===== src/rtl/fir_pkg.sv =====
// fir_pkg: shared types, default widths and rounding helpers for the serial FIR
// Contents: state_e (IDLE/ACCUM/OUTPUT), DEF_* width defaults, acc_width(),
// round_half_up(), sat_flag() and sat_round() (round-half-up followed by clamp).
package fir_pkg;
    typedef enum logic [1:0] {IDLE, ACCUM, OUTPUT} state_e;
    localparam int DEF_DATA_W = 16;
    localparam int DEF_COEF_W = 16;
    localparam int DEF_FRAC_BITS = 15;
    function automatic int acc_width(input int data_w, input int coef_w, input int taps);
        return data_w + coef_w + $clog2(taps);
    endfunction
    function automatic logic signed [63:0] round_half_up(input logic signed [63:0] acc, input int frac_bits);
        return frac_bits > 0 ? (acc + (64'sd1 <<< (frac_bits - 1))) >>> frac_bits : acc;
    endfunction
    function automatic logic sat_flag(input logic signed [63:0] acc, input int frac_bits, input int data_w);
        logic signed [63:0] r;
        r = round_half_up(acc, frac_bits);
        return (r > (64'sd1 <<< (data_w - 1)) - 64'sd1) || (r < -(64'sd1 <<< (data_w - 1)));
    endfunction
    function automatic logic signed [63:0] sat_round(input logic signed [63:0] acc, input int frac_bits, input int data_w);
        logic signed [63:0] r, hi, lo;
        r = round_half_up(acc, frac_bits);
        hi = (64'sd1 <<< (data_w - 1)) - 64'sd1;
        lo = -(64'sd1 <<< (data_w - 1));
        return r > hi ? hi : r < lo ? lo : r;
    endfunction
endpackage


===== src/rtl/fir_filter_serial_mac.sv =====
// fir_mac: registered signed multiply-accumulate with synchronous clear
// Ports: clk_i clock, rst_i sync active-high reset, clr_i zero the accumulator,
// en_i add a_i*b_i this cycle, a_i/b_i signed operands, acc_o running sum.
module fir_mac #(
    parameter int A_W = 17,
    parameter int B_W = 16,
    parameter int ACC_W = 40
) (
    input  logic                    clk_i,
    input  logic                    rst_i,
    input  logic                    clr_i,
    input  logic                    en_i,
    input  logic signed [A_W-1:0]   a_i,
    input  logic signed [B_W-1:0]   b_i,
    output logic signed [ACC_W-1:0] acc_o
);
    logic signed [A_W+B_W-1:0] prod;
    logic signed [ACC_W-1:0] acc_q, acc_d;
    assign prod = a_i * b_i;
    always_comb acc_d = clr_i ? '0 : en_i ? acc_q + ACC_W'(prod) : acc_q;
    always_ff @(posedge clk_i) acc_q <= rst_i ? '0 : acc_d;
    assign acc_o = acc_q;
endmodule


===== src/rtl/fir_filter_serial.sv =====
// fir_filter_serial: time-multiplexed FIR, one tap per clock through a shared MAC
// Ports: clock, reset_n (sync, active-high), in_valid/in_ready/in_data sample
// handshake, coef_we/coef_addr/coef_wdata coefficient writes (IDLE only),
// out_valid one-cycle pulse, out_data held result, out_sat saturation flag.
// Build option FIR_SYMMETRIC_EN folds the delay line for linear-phase filters.
module fir_filter_serial
    import fir_pkg::*;
#(
    parameter int TAPS = 31,
    parameter int DATA_W = DEF_DATA_W,
    parameter int COEF_W = DEF_COEF_W,
    parameter int FRAC_BITS = DEF_FRAC_BITS,
    parameter int ACC_W = acc_width(DATA_W, COEF_W, TAPS)
) (
    input  logic                       clock,
    input  logic                       reset_n,
    input  logic                       in_valid,
    output logic                       in_ready,
    input  logic signed [DATA_W-1:0]   in_data,
    input  logic                       coef_we,
    input  logic [$clog2(TAPS)-1:0]    coef_addr,
    input  logic signed [COEF_W-1:0]   coef_wdata,
    output logic                       out_valid,
    output logic signed [DATA_W-1:0]   out_data,
    output logic                       out_sat
);
    localparam int IDX_W = $clog2(TAPS);
`ifdef FIR_SYMMETRIC_EN
    localparam int NACC = (TAPS + 1) / 2;
    localparam int MAC_A_W = DATA_W + 1;
`else
    localparam int NACC = TAPS;
    localparam int MAC_A_W = DATA_W;
`endif
    state_e state_q;
    logic [IDX_W-1:0] k_q;
    logic signed [DATA_W-1:0] d_q [TAPS];
    logic signed [COEF_W-1:0] coef_q [TAPS];
    logic signed [MAC_A_W-1:0] mac_a;
    logic signed [ACC_W-1:0] acc;
    logic out_valid_q, out_sat_q;
    logic signed [DATA_W-1:0] out_data_q;
    logic accept, coef_ok, last_tap;
    assign in_ready = state_q == IDLE;
    assign accept = in_valid && in_ready;
    // Only the coefficients the active mode actually reads are writable.
    assign coef_ok = coef_we && in_ready && (32'(coef_addr) < NACC);
    assign last_tap = k_q == IDX_W'(NACC - 1);
`ifdef FIR_SYMMETRIC_EN
    logic [IDX_W-1:0] k_mirror;
    assign k_mirror = IDX_W'(TAPS - 1) - k_q;
    // The centre tap of an odd-length filter pairs with itself and must not be doubled.
    assign mac_a = k_mirror == k_q ? MAC_A_W'(d_q[k_q]) : MAC_A_W'(d_q[k_q]) + MAC_A_W'(d_q[k_mirror]);
`else
    assign mac_a = d_q[k_q];
`endif
    fir_mac #(
        .A_W  (MAC_A_W),
        .B_W  (COEF_W),
        .ACC_W(ACC_W)
    ) u_mac (
        .clk_i(clock),
        .rst_i(reset_n),
        .clr_i(accept),
        .en_i (state_q == ACCUM),
        .a_i  (mac_a),
        .b_i  (coef_q[k_q]),
        .acc_o(acc)
    );
    always_ff @(posedge clock) begin
        if (reset_n) begin
            state_q <= IDLE;
            k_q <= '0;
            out_valid_q <= 1'b0;
            out_data_q <= '0;
            out_sat_q <= 1'b0;
            for (int i = 0; i < TAPS; i++) begin
                d_q[i] <= '0;
                coef_q[i] <= '0;
            end
        end else begin
            out_valid_q <= 1'b0;
            if (coef_ok) coef_q[coef_addr] <= coef_wdata;
            case (state_q)
                IDLE: if (accept) begin
                    for (int i = TAPS - 1; i > 0; i--) d_q[i] <= d_q[i-1];
                    d_q[0] <= in_data;
                    k_q <= '0;
                    state_q <= ACCUM;
                end
                ACCUM: begin
                    k_q <= last_tap ? '0 : k_q + 1'b1;
                    if (last_tap) state_q <= OUTPUT;
                end
                OUTPUT: begin
                    out_data_q <= DATA_W'(sat_round(64'(acc), FRAC_BITS, DATA_W));
                    out_sat_q <= sat_flag(64'(acc), FRAC_BITS, DATA_W);
                    out_valid_q <= 1'b1;
                    state_q <= IDLE;
                end
                default: state_q <= IDLE;
            endcase
        end
    end
    assign out_valid = out_valid_q;
    assign out_data = out_data_q;
    assign out_sat = out_sat_q;
endmodule

===== config.mk =====
export PLATFORM = sky130hd
export DESIGN_NAME = fir_filter_serial
export DESIGN_NICKNAME = d
export VERILOG_FILES = /design/src/rtl/fir_pkg.sv /design/src/rtl/fir_filter_serial_mac.sv /design/src/rtl/fir_filter_serial.sv
export SDC_FILE = /design/constraint.sdc
export NUM_CORES = 2
export LEC_CHECK = 0
export CAP_MARGIN = 40
export CORE_MARGIN = 2
export CORE_UTILIZATION = 50
export CTS_CLUSTER_SIZE = 10
export DETAILED_ROUTE_END_ITERATION = 7
export PLACE_DENSITY_LB_ADDON = 0.15
export SLEW_MARGIN = 10
export SYNTH_ARGS = -nofsm -noshare
export SYNTH_HDL_FRONTEND = slang
export SYNTH_SLANG_ARGS = --single-unit

===== constraint.sdc =====
create_clock -name clock -period 16.28 [get_ports clock]
set_input_delay 2.442 -clock clock [delete_from_list [all_inputs] [get_ports clock]]
set_output_delay 2.442 -clock clock [all_outputs]
set_load 0.02 [all_outputs]

==> Yosys cells after proc, flatten, opt, wreduce, memory -nomap -nowiden <==
Memory sizes are Yosys's and may differ from the RTL's. A register that Yosys moved wholly into a read port is not among the register bits.
Index checks and enable logic that the tools add are counted.
{ "word_totals": {"regBits": 62, "ramBits": 992, "inputBits": 41, "mem_count": 2} }
{ "mem_list": {"columns": ["name", "depth", "word_bits", "rd", "rd_clocked_by_memory_dff", "write_ports", "line", "text"], "rows": [
  ["coef_q", 31, 16, 1, 1, 31, "fir_filter_serial.sv:38", "logic signed [COEF_W-1:0] coef_q [TAPS];"],
  ["d_q", 31, 16, 31, 1, 31, "fir_filter_serial.sv:37", "logic signed [DATA_W-1:0] d_q [TAPS];"]
]} }
{ "op_classes": {"addsub": 3, "multipliers": 1, "magnitude_cmp": 3, "n_eq_ne": 5, "n_mux": 56, "n_bitwise": 31, "n_reduce_logical": 10} }
{ "op_table": {"columns": ["op", "n"], "rows": [
  ["two-way mux 16 bit", 34],
  ["adder 37 x 16 -> 38 bit, second input constant", 1],
  ["adder 37 bit", 1],
  ["two-way mux 5 bit", 7],
  ["multiplier 16 x 16 -> 32 bit", 1],
  ["OR 1 bit", 31],
  ["> comparator 23 x 16 -> 1 bit, second input constant", 1],
  ["< comparator 23 x 16 -> 1 bit, second input constant", 1],
  ["OR reduction 16 bit", 1],
  ["two-way mux 1 bit", 11],
  ["case mux 5 bit (2 select lines)", 1],
  ["adder 5 x 1 -> 5 bit, second input constant", 1],
  ["equality test 5 bit, second input constant", 1],
  ["< comparator 5 bit, second input constant", 1],
  ["two-way mux 2 bit", 2],
  ["case mux 2 bit (2 select lines)", 1],
  ["AND reduction 2 bit", 2],
  ["logical AND 1 bit", 3],
  ["equality test 2 x 1 -> 1 bit, second input constant", 1],
  ["equality test 2 bit, second input constant", 1],
  ["zero test 2 bit", 1],
  ["inequality test 2 x 1 -> 1 bit, second input constant", 1],
  ["inequality test 2 bit, second input constant", 1],
  ["nonzero test 2 bit", 1],
  ["2 further kinds", 2]
]} }

==> Logic depth before layout (Yosys ltp) <==
{ "depth": {"word_depth": 8, "mapped_depth": 44, "depth_no_buf": 38} }

==> Hierarchy <==
Synthesis repeated with hierarchy kept, for this count alone.
{ "hier_totals": {"cells_unflattened": 4463, "area_unflattened_um2": 60281.6} }
{ "modules_own_cells": {"columns": ["module", "instances", "cells_each", "area_each_um2"], "rows": [
  ["fir_filter_serial", 1, 2998, 47366.7],
  ["fir_mac", 1, 1465, 12914.9]
]} }

==> Least setup slack after synthesis <==
OpenSTA, ideal clock, no wires.
{ "synth_timing": {"path_kind": "input-to-reg", "start": "input reset_n", "end": "memory d_q[0][0] (netlist bit) (enable)", "setup_time_ns": 1.053, "arrival_time_ns": 16.529, "required_time_ns": 15.227, "path_slack_ns": -1.302, "stages": 4, "n_path_buf": 2, "cell_sequence": "clkbuf_1 -> a21oi_1 -> clkinv_1 -> clkbuf_1"} }
{ "synth_rtl": {"columns": ["element", "line", "text"], "rows": [
  ["start, declared", "fir_filter_serial.sv:16", "input logic reset_n,"],
  ["end, declared", "fir_filter_serial.sv:37", null]
]} }

==> results.toml <==
[timing]
fin_crit_ps = 11270
setup_tns_ps = 0
setup_ws_ps = 5010
slew_headroom_pct = 28.0
fmax_mhz = 88.7
finalHoldViolations = 0
max_slew.worst_pin.slew_ps = 1080
drv_slew = 0
post-route-period-util_pct = 69.2
setup_viol = 0
hold_ws_ps = 457
rsz0062_at_grt = "false"
worst_clock_skew_ps = 39.2

[synth]
ys_types = 66
synth_edf_count = 1008
synth-async-reset-ratio_pct = 0
synthCells = 4408
yosys_register_bits = 1075
ys_dominant_reg_cell = "edfxtp_1"
seq_area_frac_synth_pct = 53.0
syn-cell-area_um2 = 59600
avgSynthCellArea_um2 = 13.5
yosysWarnings = 0

[placed_design]
hpwl_um = 88300
dp_slack_ps = 4930
dpl.cell_count = 5811
place_congestion = 0.868
io_buffers = 59

[routing]
detail-route-antenna-nets = 0
avgViaCountPerCell = 5.79
wl_um = 138000
drt-initial-drc-count = 3570
route.detailed.drc = 0
first_pass_iters = 6
wire_per_inst_um = 23.2
dr_total_vias = 34600

[worst_hold_path]
min_from = "u_mac.acc_o[6]$_SDFFE_PP0P_"
hp-class = "flip-flop to flip-flop"

[setup_path]
cp.arrival_ps = 11960
crit_required_ps = 16970
crit_family = "adder cells"
crit_type = "flip-flop to flip-flop"
cp-start-kind = "flip-flop"
critPathCaptureType = "flip-flop"
cp_slowest_stage_delay_ps = 800
critical_path.most_common_cell = "fa_1"
worstPathMaxFanout = 36
cp_num_buf_inv = 7
crit_slowest_cell = "dfxtp_4"

[power_and_ir_drop]
ir_drop_mv = 0.271
power.density_nw_per_um2 = 176
p_leak_nw = 26.7

[cells_and_area]
antennaDiodeCount = 0
layout_commonest_cell = "edfxtp_1"
final_cell_mix = "edfxtp_1, and3_1, and2_1"
final_nets = 4824
n_fill_cell = 9410
area_delta_synth_final_pct = 9.61
drive_above_1_share_pct = 14.6
fin_cells = 5970

[grt]
grt_pass1_wl_um = 216000
grt_max_degree = 234
grt_antenna_before_repair = 5
grt_use_total_pct = 23.2
grt_overflow = 0
grt_pass1_vias = 35000

[clock_network]
cts-resized-gates = 0
cts_root_buf = "clkbuf_16"
htree_levels = 3
cts-hold-fix-buffers = 0
clkTransAtPathRegs_ps = 60
cts_made_buffers = 121
postCtsSetupBuffers = 0
cts_num_sinks = 1075
tritoncts = "built"
cts_max_path_buffers = 3
clk_latency_ps = 760

[job]
cap_violations = 0

[floorplan]
fp.dieW_um = 349
start_util_pct = 50.5
dieArea_um2 = 122000
core-area_um2 = 118000
num_rows = 126
die_y_um = 349
io_pins = 60

[outcome]
status = "finished, final reports clean"
-- final cells by class --
class	instances	area [um2]	share of cell area [%]
tap	1536	1920	2.94
multi-input combinational	2705	25600	39.2
clock buffer	144	3150	4.81
timing repair buffer	171	1660	2.54
inverter	324	1220	1.87
sequential	1075	31600	48.4
clock inverter	15	164	0.251
-- worst paths after layout --
path / end / slack [ps] / cells after the start
worst min register to register: u_mac.acc_o[6]$_SDFFE_PP0P_ / 460 / 2
worst max register to register: u_mac.acc_o[36]$_SDFFE_PP0P_ / 5010 / 37
worst min-delay path: u_mac.acc_o[6]$_SDFFE_PP0P_ / 460 / 2
worst max-delay path: u_mac.acc_o[36]$_SDFFE_PP0P_ / 5010 / 37
-- synthesized netlist by cell type (2+ instances only) --
library cell / instances / area share [%]
edfxtp_1: 1008 / 51
and3_1: 505 / 5.3
and2_1: 502 / 5.3
inv_1: 323 / 2.0
mux4_2: 304 / 11
fa_1: 263 / 8.8
clkbuf_1: 248 / 1.6
nor2_1: 239 / 1.5
nand2_1: 178 / 1.1
ha_1: 122 / 2.6
a21oi_1: 87 / 0.73
dfxtp_1: 67 / 2.3
or2_2: 62 / 0.65
o21ai_0: 60 / 0.50
xnor2_1: 57 / 0.84
buf_2: 44 / 0.37
nand2b_1: 40 / 0.42
mux2i_1: 39 / 0.65
a211oi_1: 32 / 0.40
xor2_1: 27 / 0.40
a21o_1: 26 / 0.33
nand3_1: 25 / 0.21
buf_1: 20 / 0.13
nor2b_1: 15 / 0.16
nand4_1: 11 / 0.12
nor3_1: 11 / 0.092
a31oi_1: 9 / 0.094
o21bai_1: 8 / 0.10
buf_4: 7 / 0.088
mux2_2: 6 / 0.11
o211ai_1: 6 / 0.076
or3_1: 6 / 0.063
o21a_1: 5 / 0.063
mux2i_2: 4 / 0.092
nand3b_1: 4 / 0.050
and4_1: 3 / 0.044
nor4_1: 3 / 0.031
o31ai_1: 3 / 0.038
or4_1: 2 / 0.025
-- cells by family (layout without fill, tap and decap cells) --
| family | after synthesis | in the layout | synth area share, % |
|---|---|---|---|
| fa+ha+maj | 386 | 386 | 11.4 |
| buf+inv | 643 | 654 | 4.19 |
| other cells | 1 | 16 | 0.00629 |
| flops | 1075 | 1075 | 53.0 |
| mux | 353 | 353 | 12.3 |
| compound gates | 255 | 255 | 2.65 |
| simple gates | 1611 | 1611 | 15.1 |
| xor+xnor | 84 | 84 | 1.23 |
-- report_power, final --
| part | switching, W | internal (W) | total, W | leakage, nW |
|---|---|---|---|---|
| Combinational | 0.00338 | 0.00241 | 0.00580 | 13.9 |
| Sequential | 0.0000908 | 0.00321 | 0.00330 | 11.2 |
| Clock | 0.00106 | 0.00134 | 0.00240 | 1.61 |
| Total | 0.00454 | 0.00696 | 0.0115 | 26.7 |
-- state kept, by name, indices dropped and copies added (netlist names), named ones only --
signal and count:
coef_q 512, d_q 496, k_q 5, out_data 16
out_sat 1, out_valid 1, state_q 2, u_mac.acc_o 37
-- stage by stage --
| step | power, W | utilization (%) | instance area [um2] |
|---|---|---|---|
| global route | 0.0124 | 55.3 | 65300 |
| detailed placement | 0.00910 | 52.5 | 62000 |
| CTS | 0.0115 | 55.3 | 65300 |
| finish | 0.0115 | 55.3 | 65300 |
| global placement | 0.00908 | 52.3 | 61700 |
| floorplan | 0.00788 | - | 59700 |
-- layer usage --
metal  vias up  global-route usage [%]  routed length, um
li1      15700                       -                  -
met1     17800                    36.2              65000
met2       980                    34.6              62000
met3       118                    3.86               9370
met4         2                    4.53               1820
met5         -                       0                 13
-- worst reg2reg max path: cells and delay by family, from the launching register on --
family	cells	cell delay, ps
muxes	3	1590
adders and majority gates	8	3590
buffers and inverters	7	1700
AOI/OAI and AO/OA	14	2620
DFF	1	800
and+or+nand+nor	4	790
xor gates and xnor gates	1	160
No activity file was read; power rests on OpenSTA's default activity.
